## src/rtl/mips_pkg.sv

```systemverilog
// Shared encodings for the MIPS control path: opcodes, funct codes, ALU control
// codes, aluop classes and the multi-cycle controller state codes.
package mips_pkg;

  localparam logic [5:0] OP_RTYPE = 6'b000000;
  localparam logic [5:0] OP_J     = 6'b000010;
  localparam logic [5:0] OP_BEQ   = 6'b000100;
  localparam logic [5:0] OP_ADDI  = 6'b001000;
  localparam logic [5:0] OP_LW    = 6'b100011;
  localparam logic [5:0] OP_SW    = 6'b101011;

  localparam logic [5:0] FUNCT_ADD = 6'b100000;
  localparam logic [5:0] FUNCT_SUB = 6'b100010;
  localparam logic [5:0] FUNCT_AND = 6'b100100;
  localparam logic [5:0] FUNCT_OR  = 6'b100101;
  localparam logic [5:0] FUNCT_SLT = 6'b101010;

  // Codes consumed directly by the datapath ALU
  localparam logic [3:0] ALU_AND = 4'b0000;
  localparam logic [3:0] ALU_OR  = 4'b0001;
  localparam logic [3:0] ALU_ADD = 4'b0010;
  localparam logic [3:0] ALU_SUB = 4'b0110;
  localparam logic [3:0] ALU_SLT = 4'b0111;

  typedef enum logic [1:0] {
    ALUOP_ADD   = 2'b00,
    ALUOP_SUB   = 2'b01,
    ALUOP_FUNCT = 2'b10,
    ALUOP_RSVD  = 2'b11
  } aluop_t;

  typedef enum logic [3:0] {
    S_FETCH   = 4'd0,
    S_DECODE  = 4'd1,
    S_MEMADR  = 4'd2,
    S_MEMRD   = 4'd3,
    S_MEMWB   = 4'd4,
    S_MEMWR   = 4'd5,
    S_EXECUTE = 4'd6,
    S_ALUWB   = 4'd7,
    S_BRANCH  = 4'd8,
    S_ADDIEX  = 4'd9,
    S_ADDIWB  = 4'd10,
    S_JUMP    = 4'd11
  } state_t;

endpackage

```

## src/rtl/alu_decoder.sv

```systemverilog
// Combinational ALU control decoder: (aluop, funct) -> alucontrol, shared by the
// single-cycle and multi-cycle controllers.
module alu_decoder
  import mips_pkg::*;
(
  input  aluop_t      aluop,
  input  logic [5:0]  funct,
  output logic [3:0]  alucontrol,
  output logic        illegal_funct
);

  always_comb begin
    alucontrol    = ALU_AND;
    illegal_funct = 1'b0;
    case (aluop)
      ALUOP_ADD: alucontrol = ALU_ADD;
      ALUOP_SUB: alucontrol = ALU_SUB;
      ALUOP_FUNCT: begin
        case (funct)
          FUNCT_ADD: alucontrol = ALU_ADD;
          FUNCT_SUB: alucontrol = ALU_SUB;
          FUNCT_AND: alucontrol = ALU_AND;
          FUNCT_OR:  alucontrol = ALU_OR;
          FUNCT_SLT: alucontrol = ALU_SLT;
          default:   illegal_funct = 1'b1;
        endcase
      end
      default: alucontrol = ALU_AND;
    endcase
  end

endmodule

```

## src/rtl/mips_multicycle_ctrl.sv

```systemverilog
// Multi-cycle MIPS control unit: Moore FSM sequencing fetch/decode/execute/memory/
// writeback, driving all datapath enables and selects plus the ALU control code.
module mips_multicycle_ctrl
  import mips_pkg::*;
(
  input  logic       clk,
  input  logic       reset,
  input  logic [5:0] op,
  input  logic [5:0] funct,
  input  logic       zero,
  output logic       pcen,
  output logic       memwrite,
  output logic       irwrite,
  output logic       regwrite,
  output logic       iord,
  output logic       memtoreg,
  output logic       regdst,
  output logic       alusrca,
  output logic [1:0] alusrcb,
  output logic [1:0] pcsrc,
  output logic [3:0] alucontrol,
  output logic       illegal,
  output logic [3:0] state
);

  state_t     state_q, state_d;
  aluop_t     aluop;
  logic       pcwrite, branch;
  logic       memwrite_raw, irwrite_raw, regwrite_raw;
  logic       illegal_op, in_execute, valid_state;
  logic       illegal_funct;
  logic [3:0] dec_alucontrol;

  always_ff @(posedge clk or posedge reset) begin
    if (reset) state_q <= S_FETCH;
    else       state_q <= state_d;
  end

  always_comb begin
    state_d      = S_FETCH;
    pcwrite      = 1'b0;
    branch       = 1'b0;
    memwrite_raw = 1'b0;
    irwrite_raw  = 1'b0;
    regwrite_raw = 1'b0;
    iord         = 1'b0;
    memtoreg     = 1'b0;
    regdst       = 1'b0;
    alusrca      = 1'b0;
    alusrcb      = 2'b00;
    pcsrc        = 2'b00;
    aluop        = ALUOP_ADD;
    illegal_op   = 1'b0;
    in_execute   = 1'b0;
    valid_state  = 1'b1;
    case (state_q)
      S_FETCH: begin
        irwrite_raw = 1'b1;
        pcwrite     = 1'b1;
        alusrcb     = 2'b01;
        state_d     = S_DECODE;
      end
      S_DECODE: begin
        alusrcb = 2'b11;
        case (op)
          OP_LW, OP_SW: state_d = S_MEMADR;
          OP_RTYPE:     state_d = S_EXECUTE;
          OP_BEQ:       state_d = S_BRANCH;
          OP_ADDI:      state_d = S_ADDIEX;
          OP_J:         state_d = S_JUMP;
          default:      illegal_op = 1'b1;
        endcase
      end
      S_MEMADR: begin
        alusrca = 1'b1;
        alusrcb = 2'b10;
        if (op == OP_LW)      state_d = S_MEMRD;
        else if (op == OP_SW) state_d = S_MEMWR;
      end
      S_MEMRD: begin
        iord    = 1'b1;
        state_d = S_MEMWB;
      end
      S_MEMWB: begin
        regwrite_raw = 1'b1;
        memtoreg     = 1'b1;
      end
      S_MEMWR: begin
        iord         = 1'b1;
        memwrite_raw = 1'b1;
      end
      S_EXECUTE: begin
        alusrca    = 1'b1;
        aluop      = ALUOP_FUNCT;
        in_execute = 1'b1;
        state_d    = S_ALUWB;
      end
      S_ALUWB: begin
        regwrite_raw = 1'b1;
        regdst       = 1'b1;
      end
      S_BRANCH: begin
        alusrca = 1'b1;
        aluop   = ALUOP_SUB;
        pcsrc   = 2'b01;
        branch  = 1'b1;
      end
      S_ADDIEX: begin
        alusrca = 1'b1;
        alusrcb = 2'b10;
        state_d = S_ADDIWB;
      end
      S_ADDIWB: regwrite_raw = 1'b1;
      S_JUMP: begin
        pcsrc   = 2'b10;
        pcwrite = 1'b1;
      end
      default: valid_state = 1'b0;
    endcase
  end

  alu_decoder u_alu_decoder (
    .aluop         (aluop),
    .funct         (funct),
    .alucontrol    (dec_alucontrol),
    .illegal_funct (illegal_funct)
  );

  // Reset already forces FETCH selects; only the enables and the flag need masking
  assign pcen       = ~reset & (pcwrite | (branch & zero));
  assign irwrite    = ~reset & irwrite_raw;
  assign memwrite   = ~reset & memwrite_raw;
  assign regwrite   = ~reset & regwrite_raw;
  assign illegal    = ~reset & (illegal_op | (in_execute & illegal_funct));
  assign alucontrol = valid_state ? dec_alucontrol : 4'b0000;
  assign state      = state_q;

endmodule

```

## config.mk

```make
export PLATFORM = sky130hd
export DESIGN_NAME = mips_multicycle_ctrl
export DESIGN_NICKNAME = d
export VERILOG_FILES = /design/src/rtl/mips_pkg.sv /design/src/rtl/alu_decoder.sv /design/src/rtl/mips_multicycle_ctrl.sv
export SDC_FILE = /design/constraint.sdc
export NUM_CORES = 1
export LEC_CHECK = 0
export ABC_CLOCK_PERIOD_IN_PS = 3300
export BUFFER_PORTS_ARGS = -buffer_cell sky130_fd_sc_hd__buf_2
export CAP_MARGIN = 10
export CELL_PAD_IN_SITES_DETAIL_PLACEMENT = 1
export CELL_PAD_IN_SITES_GLOBAL_PLACEMENT = 2
export CORE_AREA = 10 10 63 65
export DETAILED_ROUTE_END_ITERATION = 6
export DIE_AREA = 0 0 73 75
export HOLD_SLACK_MARGIN = 0.06
export PLACE_DENSITY = 0.89
export SYNTH_ARGS = -nofsm -noshare
export SYNTH_HDL_FRONTEND = slang
export SYNTH_SLANG_ARGS = --single-unit
```

## constraint.sdc

```tcl
create_clock -name clk -period 3.3 [get_ports clk]
set_clock_uncertainty 0.2 [all_clocks]
set_input_delay 0 -clock clk [delete_from_list [all_inputs] [get_ports clk]]
set_output_delay 0 -clock clk [all_outputs]
set_load 0.03 [all_outputs]
```

# --- Yosys cells after proc, flatten, opt, wreduce, memory -nomap -nowiden ---
# Cells that the tools add are included.
classes:
  n_eq_ne: 23
  muxes: 25
  n_bitwise: 10
  reduce_logical: 12
op_table:
  columns: ["cell", "count"]
  rows:
  - ["6-bit equality test, second input constant", 7]
  - ["4-bit one-hot mux with 6 select lines", 1]
  - ["4-bit one-hot mux with 5 select lines", 1]
  - ["4-bit by 3-bit equality test with 1-bit output, second input constant", 4]
  - ["4-bit equality test, second input constant", 4]
  - ["1-bit two-way mux", 15]
  - ["3-bit one-hot mux with 4 select lines", 1]
  - ["4-bit one-hot mux with 3 select lines", 1]
  - ["12-bit OR reduction", 1]
  - ["4-bit by 2-bit equality test with 1-bit output, second input constant", 2]
  - ["2-bit one-hot mux with 2 select lines", 2]
  - ["2-bit OR reduction", 4]
  - ["1-bit AND", 7]
  - ["6-bit by 2-bit equality test with 1-bit output, second input constant", 1]
  - ["6-bit by 3-bit equality test with 1-bit output, second input constant", 1]
  - ["6-bit by 4-bit equality test with 1-bit output, second input constant", 1]
  - ["6-bit logical NOT", 1]
  - ["3-bit two-way mux", 2]
  - ["2-bit one-hot mux with 3 select lines", 1]
  - ["6-bit OR reduction", 1]
  - ["5-bit OR reduction", 1]
  - ["4-bit by 1-bit equality test with 1-bit output, second input constant", 1]
  - ["4-bit logical NOT", 1]
  - ["4-bit two-way mux", 1]
  - ["other kinds (7)", 8]
totals:
  reg_bits: 4
  in_bits: 15
  output_inout_bits: 21

# --- Longest topological paths before layout ---
# Gate-level depths: netlist of run 1.
depth:
  depth_word: 7
  ltp_mapped: 5
  ltp_nobuf: 4

# --- Modules after synthesis ---
# From an unflattened synthesis of run 1, not the netlist that was laid out.
hier_totals:
  hier_cells: 88
  hier_area_um2: 630.6
by_module_without_submodules:
  columns: ["module", "n_inst", "cells_each", "area_per_inst_um2", "seq_area_each_um2"]
  rows:
  - ["mips_multicycle_ctrl", 1, 72, 496.7, 100.1]
  - ["alu_decoder", 1, 16, 133.9, 0.0]

# --- Worst setup path after synthesis of run 1 ---
# No wires, ideal clock.
synth_path:
  kind: "register -> output"
  start: "reg state_q[0], in the netlist state[0]"
  end: "out alucontrol[0]"
  arrival_time_ps: 1939
  path_slack_ps: 1161
  path_stages_with_launch: 4
  path_buffers: 1
  cell_sequence: "dfrtp_1 clkbuf_1 nand2b_1 nor4_1"
synth_via:
  elab_chain_cells: 5
  word_cells_on_any_way: 20
synth_rtl:
  columns: ["element", "line_no", "source"]
  rows:
  - ["start: declaration", "mips_multicycle_ctrl.sv:26", "state_t state_q, state_d;"]
  - ["start signal: assignment", "mips_multicycle_ctrl.sv:36", "else state_q <= state_d;"]
  - ["4-bit equality test or 4-bit by 3-bit equality test with 1-bit output (tied branches)", "mips_multicycle_ctrl.sv:56", "case (state_q)"]
  - ["2-bit one-hot mux with 2 select lines", "mips_multicycle_ctrl.sv:56", null]
  - ["2-bit equality test (tied with other cells)", "alu_decoder.sv:15", "case (aluop)"]
  - ["4-bit one-hot mux with 3 select lines", "alu_decoder.sv:15", null]
  - ["4-bit two-way mux (*)", "mips_multicycle_ctrl.sv:135", "assign alucontrol = valid_state ? dec_alucontrol : 4'b0000;"]
  - ["end: declaration", "mips_multicycle_ctrl.sv:21", "output logic [3:0] alucontrol,"]
# Mark *: on every way between the ends. The rest lies on a longest branch, timed or not.

# --- Worst setup path after layout of run 1 ---
layout_path:
  start: "reg state_q[1], in the netlist state[1]"
  end: "reg state_q[2], in the netlist state[2]"
layout_via:
  elab_chain_cells: 2
  word_cells_on_any_way: 7
layout_rtl:
  columns: ["element", "line_no"]
  rows:
  - ["4-bit equality test (tied with other cells)", "mips_multicycle_ctrl.sv:56"]
  - ["4-bit one-hot mux with 6 select lines (*)", "mips_multicycle_ctrl.sv:56"]
  - ["net state_d[2]", "mips_multicycle_ctrl.sv:26"]
# The timed path passes the listed nets; every way through them passes the cells marked *.

==> results.yml, run 1 <==
floorplanning:
  die_w_um: 73
  rows: 19
  dieArea_um2: 5480
  start_util: 0.208
  fp.coreArea_um2: 2710
  die_y_um: 75
  pin_count: 36
route:
  wl_per_cell_um: 16.2
  avgViaCountPerCell: 4.97
  finalWirelength_um: 2470
  dr.first_iter.drc_count: 29
  drc: 0
  ant_nets: 0
  num_vias: 755
  dr.pass1.iters: 4
setup_path:
  path_max_fanout: 14
  critPathLaunchType: "register"
  cp-end-kind: "register"
  crit_arrival_ps: 2600
  worstPathRequired_ps: 3280
  worst-setup-path-type: "register to register"
synth:
  netlist_area_um2: 563
  synth-main-ff-cell: "dfrtp_1"
  synth.ff_latch_count: 4
  synthAdderAreaFrac: 0
  synth_top_area_frac: 0.178
  synth_compound_area_frac: 0.316
  synth_top_family_by_area: "simple AND/OR/NAND/NOR gates"
  yosys_warnings: 0
  synth_seq_area_share: 0.178
  synth_xor_area_frac: 0.0467
  syn_inst: 81
  yosys.area_share.simple: 0.358
  synth_mux_area_frac: 0
  synth.area.top_cells: "dfrtp_1 18%, nor2_1 8.7%, nand2b_1 5.6%"
  synth_area_leader_cell: "dfrtp_1"
  syn_nets: 96
  avgSynthCellArea_um2: 6.95
  synth-edff-count: 0
  async_flop_share: 1.00
  ys_types: 36
clocking:
  clk_latency_ps: 250
  clock_sinks: 4
  numCtsBuffers: 3
  cts_tree: "done"
  root_buffer: "clkbuf_4"
  cts_buffer_depth: 2
  holdBufCountCts: 8
  cts-resized-gates: 0
  postCtsSetupRepairBufs: 0
  clkSlewWorstSetupHoldPaths_ps: 40
  h-tree-depth: 1
finish:
  area_growth_syn_to_layout_pct: 49.6
  drive_gt1_frac: 0.350
  largest_reg_flops: 4
  final_cell_mix: "34 x buf_2, 13 x nor2_1, 8 x dlygate4sd3_1"
  n_fill_cell: 367
  layout_commonest_cell: "buf_2"
  finalNetCount: 137
timing:
  hold_violations: 0
  post-route-period-util: 0.793
  fmax_mhz: 382
  tightest_slew_ps: 542
  setup_tns_ps: 0
  holdWs_ps: 67.1
  setup_violations: 0
  period_needed_ps: 2620
  grt_setup_unrepaired: "false"
  relSlewSlack: 0.639
  drv_slew: 0
global_route:
  grt_use_total: 0.0901
  grt_pass1_vias: 862
  grt-ovfl-total: 0
  antenna_found_initial: 1
  grt_pass1_wl_um: 3940
  grt_max_degree: 17
placement:
  finalWeightedCongestion: 0.821
  port_buffers: 34
  hpwl_um: 1940
status:
  status: "finished, final reports clean"
hold_path:
  min_path_type: "primary input to register"
power:
  powerDensity_nw_per_um2: 510
  power_uw: 429
  leakage_uw: 0.000411
  max-vdd-ir-drop_mv: 0.278
run:
  cap_violations: 0
Yosys cell counts (all sizes together), types with 2 or more instances:
cell type,number
o21ai,3
a21oi,5
inv,5
nand2b,5
nand2,2
xor2,2
nand3,2
nor4,4
clkbuf,3
o31ai,4
nor2,13
nor3,5
dfrtp,4
buf,3
a31oi,4
through the flow:
step                instance area [um2]  std cells   util  worst slack [ps]
floorplan                           563         81      -              1160
global placement                    737        140  0.272              1440
detailed placement                  737        140  0.272              1380
CTS                                 840        151  0.310               703
global route                        842        152  0.311               521
finish                              842        152  0.311               682
area by class of cell:
type | count | area [um2] | share of cell area
multi-input cells | 66 | 409 | 0.486
repair buffers | 42 | 250 | 0.297
flip-flops and latches | 4 | 100 | 0.119
well taps | 31 | 38.8 | 0.0461
clock buffers | 3 | 22.5 | 0.0267
inverters | 5 | 18.8 | 0.0223
diodes | 1 | 2.50 | 0.00297
metal layers:
metal,GRT usage,vias up,part of all wire
met3,0.0158,5,0.046
met2,0.171,25,0.54
met5,0,-,0
met4,0.0675,0,0.024
li1,-,376,-
met1,0.0843,349,0.39
worst paths after layout:
path / start / to / slack (ps) / cells after the start
min reg2reg: state[3]$_DFF_PP0_ / state[0]$_DFF_PP0_ / 560 / 1
min: op[1] / state[3]$_DFF_PP0_ / 70 / 4
max: state[1]$_DFF_PP0_ / state[2]$_DFF_PP0_ / 680 / 5
min in group asynchronous: reset / state[3]$_DFF_PP0_ / 660 / 4
max reg2reg: state[1]$_DFF_PP0_ / state[2]$_DFF_PP0_ / 680 / 5
max in group asynchronous: reset / state[1]$_DFF_PP0_ / 2090 / 4
logic make-up (layout without fill, tap and decap cells):
| kind of cell | count (synthesis) | after routing |
|---|---|---|
| and+or+nand+nor | 37 | 37 |
| AOI/OAI and AO/OA | 25 | 25 |
| buffers and inverters | 11 | 50 |
| DFF | 4 | 4 |
| xor gates and xnor gates | 3 | 3 |
| other | 1 | 2 |
report_power, final:
part	internal, uW	total (uW)	switching, uW
clock	40.9	64.5	23.6
sequential	59.6	93.9	34.3
combinational	88.2	271	183
critical path, stage by stage, from the launching register on:
cell	delay [ps]
dfrtp_1	590
nor2b_1	290
nand3_1	100
dlygate4sd3_1	580
a221oi_2	220
dlygate4sd3_1	570
Note: power is estimated with default switching activity, not from simulation.
==> run 2, diff against run 1 <==
ABC_CLOCK_PERIOD_IN_PS = 2600   (was 3300)
CORE_AREA = 10 10 65 67   (was 10 10 63 65)
DIE_AREA = 0 0 75 77   (was 0 0 73 75)
PLACE_DENSITY = 0.84   (was 0.89)
clock period = 2.6 ns   (was 3.3 ns; I/O delays follow)
==> results.yml, run 2 (same netlist as run 1, synthesis figures left out) <==
route:
  finalWirelength_um: 2510
  dr.pass1.iters: 4
  dr.first_iter.drc_count: 43
  drc: 0
  wl_per_cell_um: 16.1
  ant_nets: 0
  avgViaCountPerCell: 4.97
  num_vias: 775
timing:
  grt_setup_unrepaired: "false"
  period_needed_ps: 2280
  setup_violations: 0
  setup_tns_ps: 0
  hold_violations: 0
  relSlewSlack: 0.664
  drv_slew: 0
  tightest_slew_ps: 491
  fmax_mhz: 438
  holdWs_ps: 93.7
  post-route-period-util: 0.878
global_route:
  grt_pass1_vias: 837
  grt_pass1_wl_um: 4050
  grt_max_degree: 17
  antenna_found_initial: 0
  grt-ovfl-total: 0
  grt_use_total: 0.0879
setup_path:
  crit_arrival_ps: 2240
  r2r-start: "state[1]$_DFF_PP0_"
  crit_start: "op[3]"
  rr_worst_depth: 4
  path_max_fanout: 7
  cp-end-kind: "register"
  critPathLaunchType: "primary input"
  worst-setup-path-type: "primary input to register"
  worstPathRequired_ps: 2560
hold_path:
  min-delay-start: "op[2]"
  min_path_type: "primary input to register"
  hold_depth: 4
finish:
  final_cell_mix: "34 x buf_2, 13 x nor2_1, 11 x dlygate4sd3_1"
  regArea_um2: 100
  multiInputGateArea_um2: 409
  area_growth_syn_to_layout_pct: 54.9
  n_fill_cell: 373
  drive_gt1_frac: 0.341
  largest_reg_flops: 4
  layout_commonest_cell: "buf_2"
  diodes: 0
  fin_area_um2: 872
  finalNetCount: 140
placement:
  finalWeightedCongestion: 0.787
  placed_area_um2: 739
  hpwl_um: 1910
  port_buffers: 34
clocking:
  cts_tree: "done"
  cts_buffer_depth: 2
  clock_sinks: 4
  postCtsSetupRepairBufs: 0
  clkSlewWorstSetupHoldPaths_ps: 40
  h-tree-depth: 1
  clk_latency_ps: 250
  root_buffer: "clkbuf_4"
  numCtsBuffers: 3
floorplanning:
  rows: 20
  die_w_um: 75
  pin_count: 36
  fp.coreArea_um2: 2980
  start_util: 0.189
  dieArea_um2: 5780
  die_y_um: 77
run:
  cap_violations: 0
power:
  pwr-share-clk: 0.148
  powerDensity_nw_per_um2: 633
  p_comb_frac: 0.632
  p_sw_frac: 0.561
  max-vdd-ir-drop_mv: 0.293
  p_int_uw: 242
  p_sw_uw: 310
  seqPwrFrac: 0.220
  leakage_uw: 0.000423
status:
  status: "finished, final reports clean"
## run 2: area by class of cell
type,instances,area share
inverters,5,0.0215
well taps,33,0.0473
flip-flops and latches,4,0.115
clock buffers,3,0.0258
repair buffers,45,0.321
multi-input cells,66,0.469
## run 2: per-layer routing
layer  part of all wire  up-vias  global-route usage
met5                  0        -                   0
met4              0.018        0              0.0455
met3              0.061        4              0.0193
met2               0.50       23               0.149
met1               0.42      365              0.0972
li1                   -      383                   -
## run 2: timing repair
| item | CTS | global route |
|---|---|---|
| endpoints found under the hold margin | 8 | 0 |
| resized for setup | 0 | 0 |
| hold buffers | 11 | 0 |
## run 2: worst max-delay path, cell delays in order
cell and delay, ps:
dlygate4sd3_1 530, buf_2 180, or3_4 400, nor4_2 210
dlygate4sd3_1 600, o22ai_1 90, a221oi_2 230
## run 2: power by group through the flow
| stage | sequential, uW | clock [uW] | combinational [uW] |
|---|---|---|---|
| after global placement | 116 | 0 | 339 |
| after CTS | 119 | 84.2 | 350 |
| after detailed placement | 119 | 0 | 336 |
| after global routing | 128 | 89.2 | 382 |
| after floorplan | 114 | 0 | 239 |
| final | 121 | 81.9 | 349 |
## run 2: final timing paths
kind / to / slack (ps)
max: state[2]$_DFF_PP0_ / 320
min: state[3]$_DFF_PP0_ / 90
max reg2reg: state[2]$_DFF_PP0_ / 510
min reg2reg: state[2]$_DFF_PP0_ / 500
max in group asynchronous: state[3]$_DFF_PP0_ / 1430
min in group asynchronous: state[2]$_DFF_PP0_ / 620
## run 2: stage by stage
step / power (uW) / instances / utilization / worst slack (ps)
floorplan: 352 / 81 / - / 461
global placement: 455 / 142 / 0.248 / 751
detailed placement: 456 / 142 / 0.248 / 699
CTS: 553 / 156 / 0.293 / 349
global route: 599 / 156 / 0.293 / 237
finish: 552 / 156 / 0.293 / 318
==> run 3, diff against run 2 <==
CELL_PAD_IN_SITES_GLOBAL_PLACEMENT = 1   (was 2)
CORE_AREA = 10 10 57 59   (was 10 10 65 67)
DIE_AREA = 0 0 67 69   (was 0 0 75 77)
PLACE_DENSITY = 0.85   (was 0.84)
==> results.yml, run 3 (same netlist as run 1, synthesis figures left out) <==
power:
  seqPwrFrac: 0.217
  p_sw_frac: 0.552
  power_uw: 541
  p_int_uw: 242
  powerDensity_nw_per_um2: 624
  p_sw_uw: 298
  leakage_uw: 0.000423
  pwr-share-clk: 0.141
  p_comb_frac: 0.642
  max-vdd-ir-drop_mv: 0.263
floorplanning:
  fp.coreArea_um2: 2150
  dieArea_um2: 4620
  die_y_um: 69
  rows: 17
  pin_count: 36
  die_w_um: 67
  start_util: 0.262
setup_path:
  crit_start: "op[3]"
  timing.critical_path.mode_cell: "dlygate4sd3_1"
  rrSetupSlack_ps: 490
  cp-end-kind: "register"
  critPathLaunchType: "primary input"
  r2r-start: "state[1]$_DFF_PP0_"
  worstPathRequired_ps: 2530
  crit_end: "state[2]$_DFF_PP0_"
  worst-setup-path-type: "primary input to register"
  crit_family: "buffers and inverters"
  cp.buffers_inverters: 3
  worstSetupPathDepth: 7
  worst_path_largest_cell_delay_ps: 580
  timing.rr.end: "state[2]$_DFF_PP0_"
  crit_arrival_ps: 2190
  cp_slowest_cell: "dlygate4sd3_1"
  path_max_fanout: 7
  cp_cell_sequence: "dlygate4sd3_1 -> buf_2 -> or3_4 -> nor4_2 -> dlygate4sd3_1 -> o22ai_1 -> a221oi_2"
  rr_worst_depth: 4
timing:
  setup_violations: 0
  drv_slew: 0
  tightest_slew_ps: 496
  fmax_mhz: 443
  setup_ws_ps: 341
  grt_setup_unrepaired: "false"
  post-route-period-util: 0.869
  holdWs_ps: 79.4
  hold_violations: 0
  relSlewSlack: 0.661
  setup_tns_ps: 0
  period_needed_ps: 2260
placement:
  finalWeightedCongestion: 0.809
  hpwl_um: 1800
  port_buffers: 34
  post-place-ws_ps: 670
finish:
  regArea_um2: 100
  diodes: 0
  final_cell_mix: "34 x buf_2, 13 x nor2_1, 11 x dlygate4sd3_1"
  area_growth_syn_to_layout_pct: 53.8
  drive_gt1_frac: 0.341
  finalNetCount: 140
  largest_reg_flops: 4
  n_fill_cell: 296
  multiInputGateArea_um2: 409
  layout_commonest_cell: "buf_2"
clocking:
  h-tree-depth: 1
  cts-resized-gates: 0
  cts_buffer_depth: 2
  cts_tree: "done"
  clkSlewWorstSetupHoldPaths_ps: 40
  root_buffer: "clkbuf_4"
  clock_sinks: 4
  numCtsBuffers: 3
  clk_latency_ps: 240
route:
  dr.first_iter.drc_count: 20
  dr.pass1.iters: 4
  drc: 0
  num_vias: 780
  avgViaCountPerCell: 5.17
  finalWirelength_um: 2290
  wl_per_cell_um: 15.1
  ant_nets: 0
run:
  cap_violations: 0
global_route:
  grt_use_total: 0.0925
  antenna_found_initial: 0
  grt_max_degree: 17
  grt-ovfl-total: 0
  grt_pass1_vias: 819
  grt_pass1_wl_um: 3640
status:
  status: "finished, final reports clean"
hold_path:
  min_path_type: "primary input to register"
## run 3: cell counts in the layout (fill, tap and decap cells not counted)
No cell type changed its count.
## run 3: power groups by stage
stage / registers [uW] / clock network (uW) / logic, uW
global placement: 115 / 0 / 335
CTS: 118 / 78.7 / 350
floorplan: 114 / 0 / 239
global route: 122 / 82.9 / 380
detailed placement: 118 / 0 / 337
finish: 117 / 76.2 / 347
## run 3: area by class of cell
type / count / area share
timing repair buffer: 45 / 0.324
multi-input combinational: 66 / 0.473
tap: 28 / 0.0405
inverter: 5 / 0.0217
clock buffer: 3 / 0.0260
sequential: 4 / 0.116
## run 3: per-stage QoR
| stage | area, um2 | instances | utilization |
|---|---|---|---|
| after floorplan | 563 | 81 | - |
| after global placement | 733 | 137 | 0.341 |
| after detailed placement | 733 | 137 | 0.341 |
| after CTS | 866 | 151 | 0.403 |
| after global routing | 866 | 151 | 0.403 |
| final | 866 | 151 | 0.403 |
## run 3: worst min-delay path, stage by stage
cell and delay, ps:
buf_2 130, o21ai_0 90, o211ai_1 130, a211oi_1 100
## run 3: metal layers
metal	wire, um	track usage	up-vias
li1	-	-	384
met1	954	0.102	366
met2	1100	0.160	30
met3	231	0.0306	0
met4	0	0.0271	0
met5	0	0	-
## run 3: how the worst min path moves through the flow
stage          start            endpoint  slack [ps]  cells after the start
4_1_cts        op[2]  state[3]$_DFF_PP0_          70                      4
5_1_grt        op[1]  state[3]$_DFF_PP0_         100                      4
3_3_place_gp   reset  state[2]$_DFF_PP0_        -250                      2
2_1_floorplan  reset  state[0]$_DFF_PP0_        -430                      1
3_5_place_dp   reset  state[3]$_DFF_PP0_        -250                      2
6_report       op[1]  state[3]$_DFF_PP0_          80                      4
## run 3: timing repair
item,in CTS,in global routing
endpoints found under the hold margin,8,0
hold buffers,11,0
buffers inserted,0,0
